--- src/rtl/sync_ram_pkg.sv ---
// Shared types and sizes for the two-requester RAM arbiter with fill sequencer.
package sync_ram_pkg;

    localparam int unsigned ADDR_W = 8;
    localparam int unsigned DATA_W = 32;
    localparam int unsigned DEPTH  = 1 << ADDR_W;
    localparam int unsigned CNT_W  = 16;

    typedef enum logic [1:0] {
        IDLE = 2'd0,
        FILL = 2'd1,
        DONE = 2'd2
    } state_t;

    typedef logic req_id_t;

    typedef struct packed {
        logic              we;
        logic [ADDR_W-1:0] addr;
        logic [DATA_W-1:0] wdata;
    } req_t;

endpackage

--- src/rtl/rr_arb2.sv ---
// Two-input round-robin arbiter; on contention the requester that did not win last is granted.
module rr_arb2 (
    input  logic       clk,
    input  logic       rst_n,
    input  logic [1:0] valid,
    input  logic       advance,
    output logic [1:0] grant
);

    logic last;

    always_comb begin
        grant = 2'b00;
        case (valid)
            2'b01:   grant = 2'b01;
            2'b10:   grant = 2'b10;
            2'b11:   grant = last ? 2'b01 : 2'b10;
            default: grant = 2'b00;
        endcase
    end

    // last resets to 1 so requester 0 wins the first contended grant
    always_ff @(posedge clk or negedge rst_n) begin
        if (!rst_n) begin
            last <= 1'b1;
        end else if (advance && (grant != 2'b00)) begin
            last <= grant[1];
        end
    end

endmodule

--- src/rtl/sync_ram_arbiter.sv ---
// Shares one single-port synchronous RAM between two requesters and adds a fill sequencer.
// Optional SYNC_RAM_ARB_STATS_EN adds saturating per-requester grant counters.
module sync_ram_arbiter
    import sync_ram_pkg::*;
(
    input  logic              clk,
    input  logic              rst_n,
    input  logic              req_valid_0,
    input  logic              req_valid_1,
    output logic              req_ready_0,
    output logic              req_ready_1,
    input  logic              req_we_0,
    input  logic              req_we_1,
    input  logic [ADDR_W-1:0] req_addr_0,
    input  logic [ADDR_W-1:0] req_addr_1,
    input  logic [DATA_W-1:0] req_wdata_0,
    input  logic [DATA_W-1:0] req_wdata_1,
    output logic              rsp_valid_0,
    output logic              rsp_valid_1,
    output logic [DATA_W-1:0] rsp_rdata_0,
    output logic [DATA_W-1:0] rsp_rdata_1,
    input  logic              fill_start,
    input  logic [DATA_W-1:0] fill_value,
    output logic              fill_busy,
    output logic              fill_done,
    output logic              ram_write_en,
    output logic [ADDR_W-1:0] ram_addr,
    output logic [DATA_W-1:0] ram_data_in,
    input  logic [DATA_W-1:0] ram_data_out
`ifdef SYNC_RAM_ARB_STATS_EN
    ,
    output logic [CNT_W-1:0]  grant_cnt_0,
    output logic [CNT_W-1:0]  grant_cnt_1
`endif
);

    state_t            state, state_nxt;
    logic [ADDR_W-1:0] fill_cnt, fill_cnt_nxt;
    logic [DATA_W-1:0] fill_val;
    logic [ADDR_W-1:0] addr_q;
    logic              arb_en;
    logic              fill_acc;
    logic [1:0]        grant;
    req_t              req0, req1, req_sel;
    logic              rd_acc;
    logic              s1_valid;
    req_id_t           s1_id;

    assign req0    = '{we: req_we_0, addr: req_addr_0, wdata: req_wdata_0};
    assign req1    = '{we: req_we_1, addr: req_addr_1, wdata: req_wdata_1};
    assign req_sel = grant[1] ? req1 : req0;

    // fill_start wins over requests in the same cycle
    assign arb_en   = (state == IDLE) && !fill_start;
    assign fill_acc = (state == IDLE) && fill_start;

    rr_arb2 u_arb (
        .clk     (clk),
        .rst_n   (rst_n),
        .valid   ({req_valid_1, req_valid_0} & {2{arb_en}}),
        .advance (arb_en),
        .grant   (grant)
    );

    assign req_ready_0 = grant[0];
    assign req_ready_1 = grant[1];
    assign rd_acc      = (grant != 2'b00) && !req_sel.we;
    assign fill_busy   = (state != IDLE);
    assign fill_done   = (state == DONE);

    always_ff @(posedge clk or negedge rst_n) begin
        if (!rst_n) begin
            state    <= IDLE;
            fill_cnt <= '0;
            fill_val <= '0;
            addr_q   <= '0;
        end else begin
            state    <= state_nxt;
            fill_cnt <= fill_cnt_nxt;
            addr_q   <= ram_addr;
            if (fill_acc) begin
                fill_val <= fill_value;
            end
        end
    end

    // Without a grant in IDLE the address is held and the RAM performs a harmless read
    always_comb begin
        state_nxt    = state;
        fill_cnt_nxt = fill_cnt;
        ram_write_en = 1'b0;
        ram_addr     = addr_q;
        ram_data_in  = req_sel.wdata;
        case (state)
            IDLE: begin
                if (fill_start) begin
                    state_nxt    = FILL;
                    fill_cnt_nxt = '0;
                end else if (grant != 2'b00) begin
                    ram_write_en = req_sel.we;
                    ram_addr     = req_sel.addr;
                end
            end
            FILL: begin
                ram_write_en = 1'b1;
                ram_addr     = fill_cnt;
                ram_data_in  = fill_val;
                fill_cnt_nxt = fill_cnt + 1'b1;
                if (fill_cnt == ADDR_W'(DEPTH - 1)) begin
                    state_nxt = DONE;
                end
            end
            DONE: begin
                state_nxt = IDLE;
            end
            default: begin
                state_nxt = IDLE;
            end
        endcase
    end

    // Response pipeline runs independently of the FSM so in-flight reads drain during a fill
    always_ff @(posedge clk or negedge rst_n) begin
        if (!rst_n) begin
            s1_valid    <= 1'b0;
            s1_id       <= 1'b0;
            rsp_valid_0 <= 1'b0;
            rsp_valid_1 <= 1'b0;
            rsp_rdata_0 <= '0;
            rsp_rdata_1 <= '0;
        end else begin
            s1_valid    <= rd_acc;
            s1_id       <= req_id_t'(grant[1]);
            rsp_valid_0 <= s1_valid && !s1_id;
            rsp_valid_1 <= s1_valid && s1_id;
            if (s1_valid && !s1_id) begin
                rsp_rdata_0 <= ram_data_out;
            end
            if (s1_valid && s1_id) begin
                rsp_rdata_1 <= ram_data_out;
            end
        end
    end

`ifdef SYNC_RAM_ARB_STATS_EN
    always_ff @(posedge clk or negedge rst_n) begin
        if (!rst_n) begin
            grant_cnt_0 <= '0;
            grant_cnt_1 <= '0;
        end else if (fill_acc) begin
            grant_cnt_0 <= '0;
            grant_cnt_1 <= '0;
        end else begin
            if (grant[0] && (grant_cnt_0 != '1)) begin
                grant_cnt_0 <= grant_cnt_0 + 1'b1;
            end
            if (grant[1] && (grant_cnt_1 != '1)) begin
                grant_cnt_1 <= grant_cnt_1 + 1'b1;
            end
        end
    end
`else
    // statistics counters are not built
`endif

endmodule

--- config.mk ---
export PLATFORM = sky130hd
export DESIGN_NAME = sync_ram_arbiter
export DESIGN_NICKNAME = d
export VERILOG_FILES = /design/src/rtl/sync_ram_pkg.sv /design/src/rtl/rr_arb2.sv /design/src/rtl/sync_ram_arbiter.sv
export SDC_FILE = /design/constraint.sdc
export NUM_CORES = 1
export LEC_CHECK = 0
export CAP_MARGIN = 0
export CORE_ASPECT_RATIO = 0.9
export CORE_MARGIN = 2
export CORE_UTILIZATION = 41
export DETAILED_ROUTE_END_ITERATION = 8
export PLACE_DENSITY_LB_ADDON = 0.2
export SYNTH_ARGS = -nofsm -noshare
export SYNTH_HDL_FRONTEND = slang
export SYNTH_SLANG_ARGS = --single-unit
--- constraint.sdc ---
create_clock -name clk -period 2.07 [get_ports clk]
set_input_delay 0.414 -clock clk [delete_from_list [all_inputs] [get_ports clk]]
set_output_delay 0.414 -clock clk [all_outputs]
set_load 0.02 [all_outputs]
==> impl_metrics.ini, run 1 <==
[clock_tree]
root_buffer = clkbuf_16
hold_buffers = 0
numCtsBuffers = 17
cts_buffer_depth = 2
clkSinkCount = 119
tritoncts = done
clk_latency_ps = 410
clk_pin_slew_ps = 60
htree_levels = 4

[synth]
synth_area_leaders = dfrtp_1 (55%), mux2_2 (15%), a21oi_1 (6.3%), mux2_1 (5.3%), nand2_1 (3.7%)
yosys.area_share.simple = 0.0887
yosys_warnings = 0
synth_seq_cells = 119
synth_flop_cell = dfrtp_1
synth_common_cells = dfrtp_1 (118), mux2_2 (71), a21oi_1 (67), nand2_1 (52), nor2_1 (39)
synth_mux_area_frac = 0.221
synthXorXnorAreaFrac = 0.00164
ys_seq_area_frac = 0.557
synthDistinctLibCells = 37
netlist_area_um2 = 5350
synth_compound_area_frac = 0.0938
syn_inst = 470
avgSynthCellArea_um2 = 11.4
synth_edf_count = 0
synthAdderAreaFrac = 0.00234
yosysMostFrequentCell = dfrtp_1
synth_top_family_by_area = multiplexers
yosysTopAreaCellShare = 0.552
async_flop_share = 1.00
synth_top_area_cell = dfrtp_1
syn-num-nets = 622

[sta]
setup_viol_count_final = 41
hold_viol = 0
skew_ps = 5.60
setup_tns_ps = -9440
worstMarginPinSlew_ps = 651
fin_crit_ps = 2480
finalWorstSetupSlack_ps = -410
drv_slew = 0
fmaxAchievable_ghz = 0.403
finalCritPeriodShare = 1.20
rsz0062_at_grt = true
max_slew_margin = 0.566

[pwr]
internal-power_mw = 6.21
vdd.ir_drop.worst_uv = 570
swShare = 0.314
p_leak_nw = 4.25
pwr-share-clk = 0.318
p_sw_mw = 2.85
pwr-share-seq = 0.338
powerDensity_nw_per_um2 = 930
total_power_mw = 9.06
comb_power_share = 0.344

[route]
via_per_inst = 5.28
ant_nets = 0
vias = 5034
drc = 0
wire_per_inst_um = 19.0
first_iter_violations = 295
wl_um = 18100
drtPass1Iterations = 4

[floorplanning]
coreArea_um2 = 12700
initial_core_util = 0.420
dieArea_um2 = 14000
fp-row-count = 39
die_x_um = 124
fp.dieH_um = 112
ios = 262

[placement]
io_buffers = 261
routabilityCongestion = 0.864
placed_cells = 896
place_hpwl_um = 11300

[critical_path]
crit_slowest_cell = a222oi_1
timing_worst_setup_path_type = input pin to primary output
crit_fanout = 4
worst-r2r-setup-slack_ps = 210
critPathLaunchType = input pin
crit_arrival_ps = 2070
critical_path_required_ps = 1660
path_cells = dlygate4sd2_1 -> o21ba_4 -> nor2_2 -> or2_4 -> a222oi_1 -> buf_2
end_kind = primary output
max_stage_delay_ps = 460

[final_layout]
register_area_um2 = 2980
layout.nets = 929
final_cells = 954
multi_input_area_um2 = 2730
antenna_cells = 0
layout-drive-gt1-share = 0.390
fill_cells = 784
area_growth_pct = 82.2

[worst_hold_path]
hp-class = input pin to asynchronous set/reset pin

[global_route]
grt_overflow_total = 0
track_usage = 0.237
grt_pass1_wl_um = 26300
grt_max_degree = 120
antenna_found_initial = 0
grt_pass1_vias = 5255

[outcome]
failed_checks = negative setup slack
status = complete, but fails checks

[run]
maxCapViolations = 0
[cell usage in the layout, fill, tap and decap left out, types with 10 or more instances in the layout]
master / instances
a21oi_2: 47
a21oi_4: 13
buf_4: 54
buf_6: 28
clkbuf_16: 21
clkdlybuf4s50_1: 212
dfrtp_1: 116
inv_1: 10
mux2_1: 25
mux2_2: 71
nand2_1: 34
nand2_2: 10
nand2_4: 10
nor2_1: 38
[what timing repair did]
item | in CTS | in global routing
buffers inserted | 12 | 7
resized for setup | 242 | 157
gates cloned | 1 | 6
pin swaps | 14 | 57
endpoints found under the hold margin | 0 | 0
setup endpoints to repair | 45 | 45
[power groups by stage]
stage	registers, mW	clock network, mW	logic, mW
after detailed placement	3.08	0	2.72
after global placement	3.05	0	2.67
after global routing	3.13	3.04	3.31
after CTS	3.05	2.92	2.72
final	3.06	2.88	3.11
after floorplan	3.24	0	1.09
[flip-flops by register name, summed over array words and instances (netlist names)]
name and count:
fill_cnt 8, fill_val 32, u_arb.last 1, addr_q 8, s1_valid 1, s1_id 1
rsp_valid_1 1, rsp_rdata_1 32, state 2, rsp_valid_0 1, rsp_rdata_0 32
[routing by layer]
metal | track usage | routed length (um)
met5 | 0 | 0
met4 | 0.0996 | 397
met3 | 0.0715 | 1250
met2 | 0.408 | 9350
met1 | 0.277 | 7160
[critical path, delay by kind of cell]
kind | cells | cell delay [ps]
buffers and inverters | 2 | 650
AOI/OAI and AO/OA | 2 | 680
and+or+nand+nor | 2 | 320
[final timing paths]
path,startpoint,end,cells after the start
hold reg to reg,fill_val[18],fill_val[18],1
setup / recovery,req_valid_0,ram_addr[6],6
setup reg to reg,u_arb.last,addr_q[4],8
min in group clk,fill_val[18],fill_val[18],1
max in group asynchronous,rst_n,state[0],2
hold / removal,rst_n,addr_q[7],2
[stage by stage]
step                hold slack (ps)  setup slack [ps]  instance area [um2]  utilization
finish                         74.7              -410                 9740        0.765
global route                    149              -407                 9740        0.765
CTS                             121              -221                 8970        0.704
detailed placement              482              -870                 8280        0.650
global placement                476              -828                 8280        0.650
floorplan                       118              29.5                 5350            -
[final cells by class]
class	count	area share
inverter	13	0.00629
clock inverter	11	0.0127
sequential	119	0.306
tap	164	0.0211
multi-input combinational	311	0.280
clock buffer	21	0.0473
timing repair buffer	315	0.326
[logic make-up after synthesis]
family	after synthesis
adders and majority gates	1
AOI/OAI and AO/OA	90
muxes	106
xor gates and xnor gates	1
buffers and inverters	40
and+or+nand+nor	113
DFF	119
Power figures use the tool's default switching activity.
==> inputs of run 2 (changes only) <==
Settings changed: GPL_ROUTABILITY_DRIVEN set to 0.
==> impl_metrics.ini, run 2 (same netlist as run 1, synthesis figures left out) <==
[outcome]
status = complete, but fails checks
failed_checks = negative setup slack

[clock_tree]
clk_pin_slew_ps = 50
root_buffer = clkbuf_16
clkSinkCount = 119
clk_latency_ps = 420
cts_buffer_depth = 2
tritoncts = done
htree_levels = 4
hold_buffers = 0
numCtsBuffers = 17

[critical_path]
crit_family = compound AO/OA/AOI/OAI gates
crit_arrival_ps = 2220
max_stage_delay_ps = 580
crit_fanout = 4
cp.buffers_inverters = 2
critical_path_required_ps = 1660
end_kind = primary output
timing_worst_setup_path_type = flop to primary output
crit_slowest_cell = dfstp_2
critPathLaunchType = flop
path_cells = o21ai_4 -> buf_6 -> mux2i_1 -> a222oi_1 -> buf_2

[pwr]
vdd.ir_drop.worst_uv = 576
p_sw_mw = 2.66
powerDensity_nw_per_um2 = 969
comb_power_share = 0.317
p_leak_nw = 4.15
pwr-share-clk = 0.338
internal-power_mw = 6.17
pwr-share-seq = 0.345
swShare = 0.301

[sta]
skew_ps = 9.11
hold_viol = 0
fin_crit_ps = 2630
setup_viol_count_final = 44
finalWorstSetupSlack_ps = -562
max_slew_margin = 0.551
finalCritPeriodShare = 1.27
rsz0062_at_grt = true
fmaxAchievable_ghz = 0.380
drv_slew = 0
setup_tns_ps = -10270
worstMarginPinSlew_ps = 674

[global_route]
grt_pass1_wl_um = 26200
grt_pass1_vias = 5221
grt_overflow_total = 0
grt_max_degree = 120
track_usage = 0.240
antenna_found_initial = 0

[route]
drc = 0
first_iter_violations = 266
ant_nets = 0
wire_per_inst_um = 17.7
vias = 4881
drtPass1Iterations = 4
wl_um = 16900
via_per_inst = 5.13

[final_layout]
finish.instance_area_um2 = 9110
area_growth_pct = 70.5
final_common_cell = clkdlybuf4s50_1
fill_cells = 893
antenna_cells = 0
layout-drive-gt1-share = 0.296
final_cell_mix = clkdlybuf4s50_1 (212), dfrtp_1 (116), mux2_2 (71)
top_regs = fill_val: 32 flops, rsp_rdata_0: 32 flops, rsp_rdata_1: 32 flops
layout.nets = 928

[placement]
post_dp_cell_area_um2 = 8300
place_hpwl_um = 11500
io_buffers = 261

[floorplanning]
dieArea_um2 = 14000
initial_core_util = 0.420
die_x_um = 124
fp-row-count = 39
fp.dieH_um = 112
ios = 262
coreArea_um2 = 12700

[worst_hold_path]
hp-class = input pin to asynchronous set/reset pin

[run]
maxCapViolations = 0
==> run 2: repair_timing <==
item                                    in CTS  in global routing
setup buffers                               19                  6
gates resized for setup                    218                 29
endpoints found under the setup margin      45                 45
pin swaps                                    8                 11
endpoints found under the hold margin        0                  0
cloned                                       0                  0
==> run 2: worst paths after layout <==
check	cells past startpoint	from	slack, ps	to
worst max-delay path	5	u_arb.last	-560	ram_addr[6]
worst min-delay path	2	rst_n	40	rsp_rdata_0[31]
worst max register to register	14	u_arb.last	-530	addr_q[6]
worst min register to register	1	fill_val[24]	490	fill_val[24]
max in group asynchronous	2	rst_n	1450	state[1]
min in group clk	1	fill_val[24]	490	fill_val[24]
==> run 2: per-stage QoR <==
| step | total power, mW | instances | util | setup slack [ps] | hold slack [ps] |
|---|---|---|---|---|---|
| 2_1_floorplan | 4.33 | 470 | - | 29.5 | 118 |
| 3_3_place_gp | 5.73 | 896 | 0.651 | -814 | 476 |
| 3_5_place_dp | 5.81 | 896 | 0.651 | -902 | 482 |
| 4_1_cts | 8.76 | 946 | 0.704 | -253 | 108 |
| 5_1_grt | 9.24 | 952 | 0.716 | -546 | 137 |
| 6_report | 8.83 | 952 | 0.716 | -562 | 38.5 |
==> run 2: worst register-to-register path, delay by kind of cell (launching register included) <==
kind	cells	cell delay (ps)
flops	1	580
buf+inv	11	1200
compound gates	2	640
mux	1	140
==> run 2: power by group through the flow <==
stage	clock network (mW)	logic [mW]	registers [mW]
3_3_place_gp	0	2.68	3.05
3_5_place_dp	0	2.73	3.08
6_report	2.98	2.80	3.05
5_1_grt	3.15	2.98	3.11
2_1_floorplan	0	1.09	3.24
4_1_cts	3.03	2.68	3.05
==> run 2: cell type report <==
class,instances,area [um2],area share
sequential,119,2980,0.327
timing repair buffer,314,2950,0.324
multi-input combinational,311,2330,0.255
clock buffer,23,478,0.0524
tap,164,205,0.0225
clock inverter,8,121,0.0133
inverter,13,51.3,0.00563
==> run 2: routing by layer <==
layer,global-route usage,wire [um],vias to the layer above
met5,0,0,-
met4,0.103,476,0
met3,0.0829,1210,39
met2,0.425,8650,230
met1,0.264,6560,2369
li1,-,-,2243
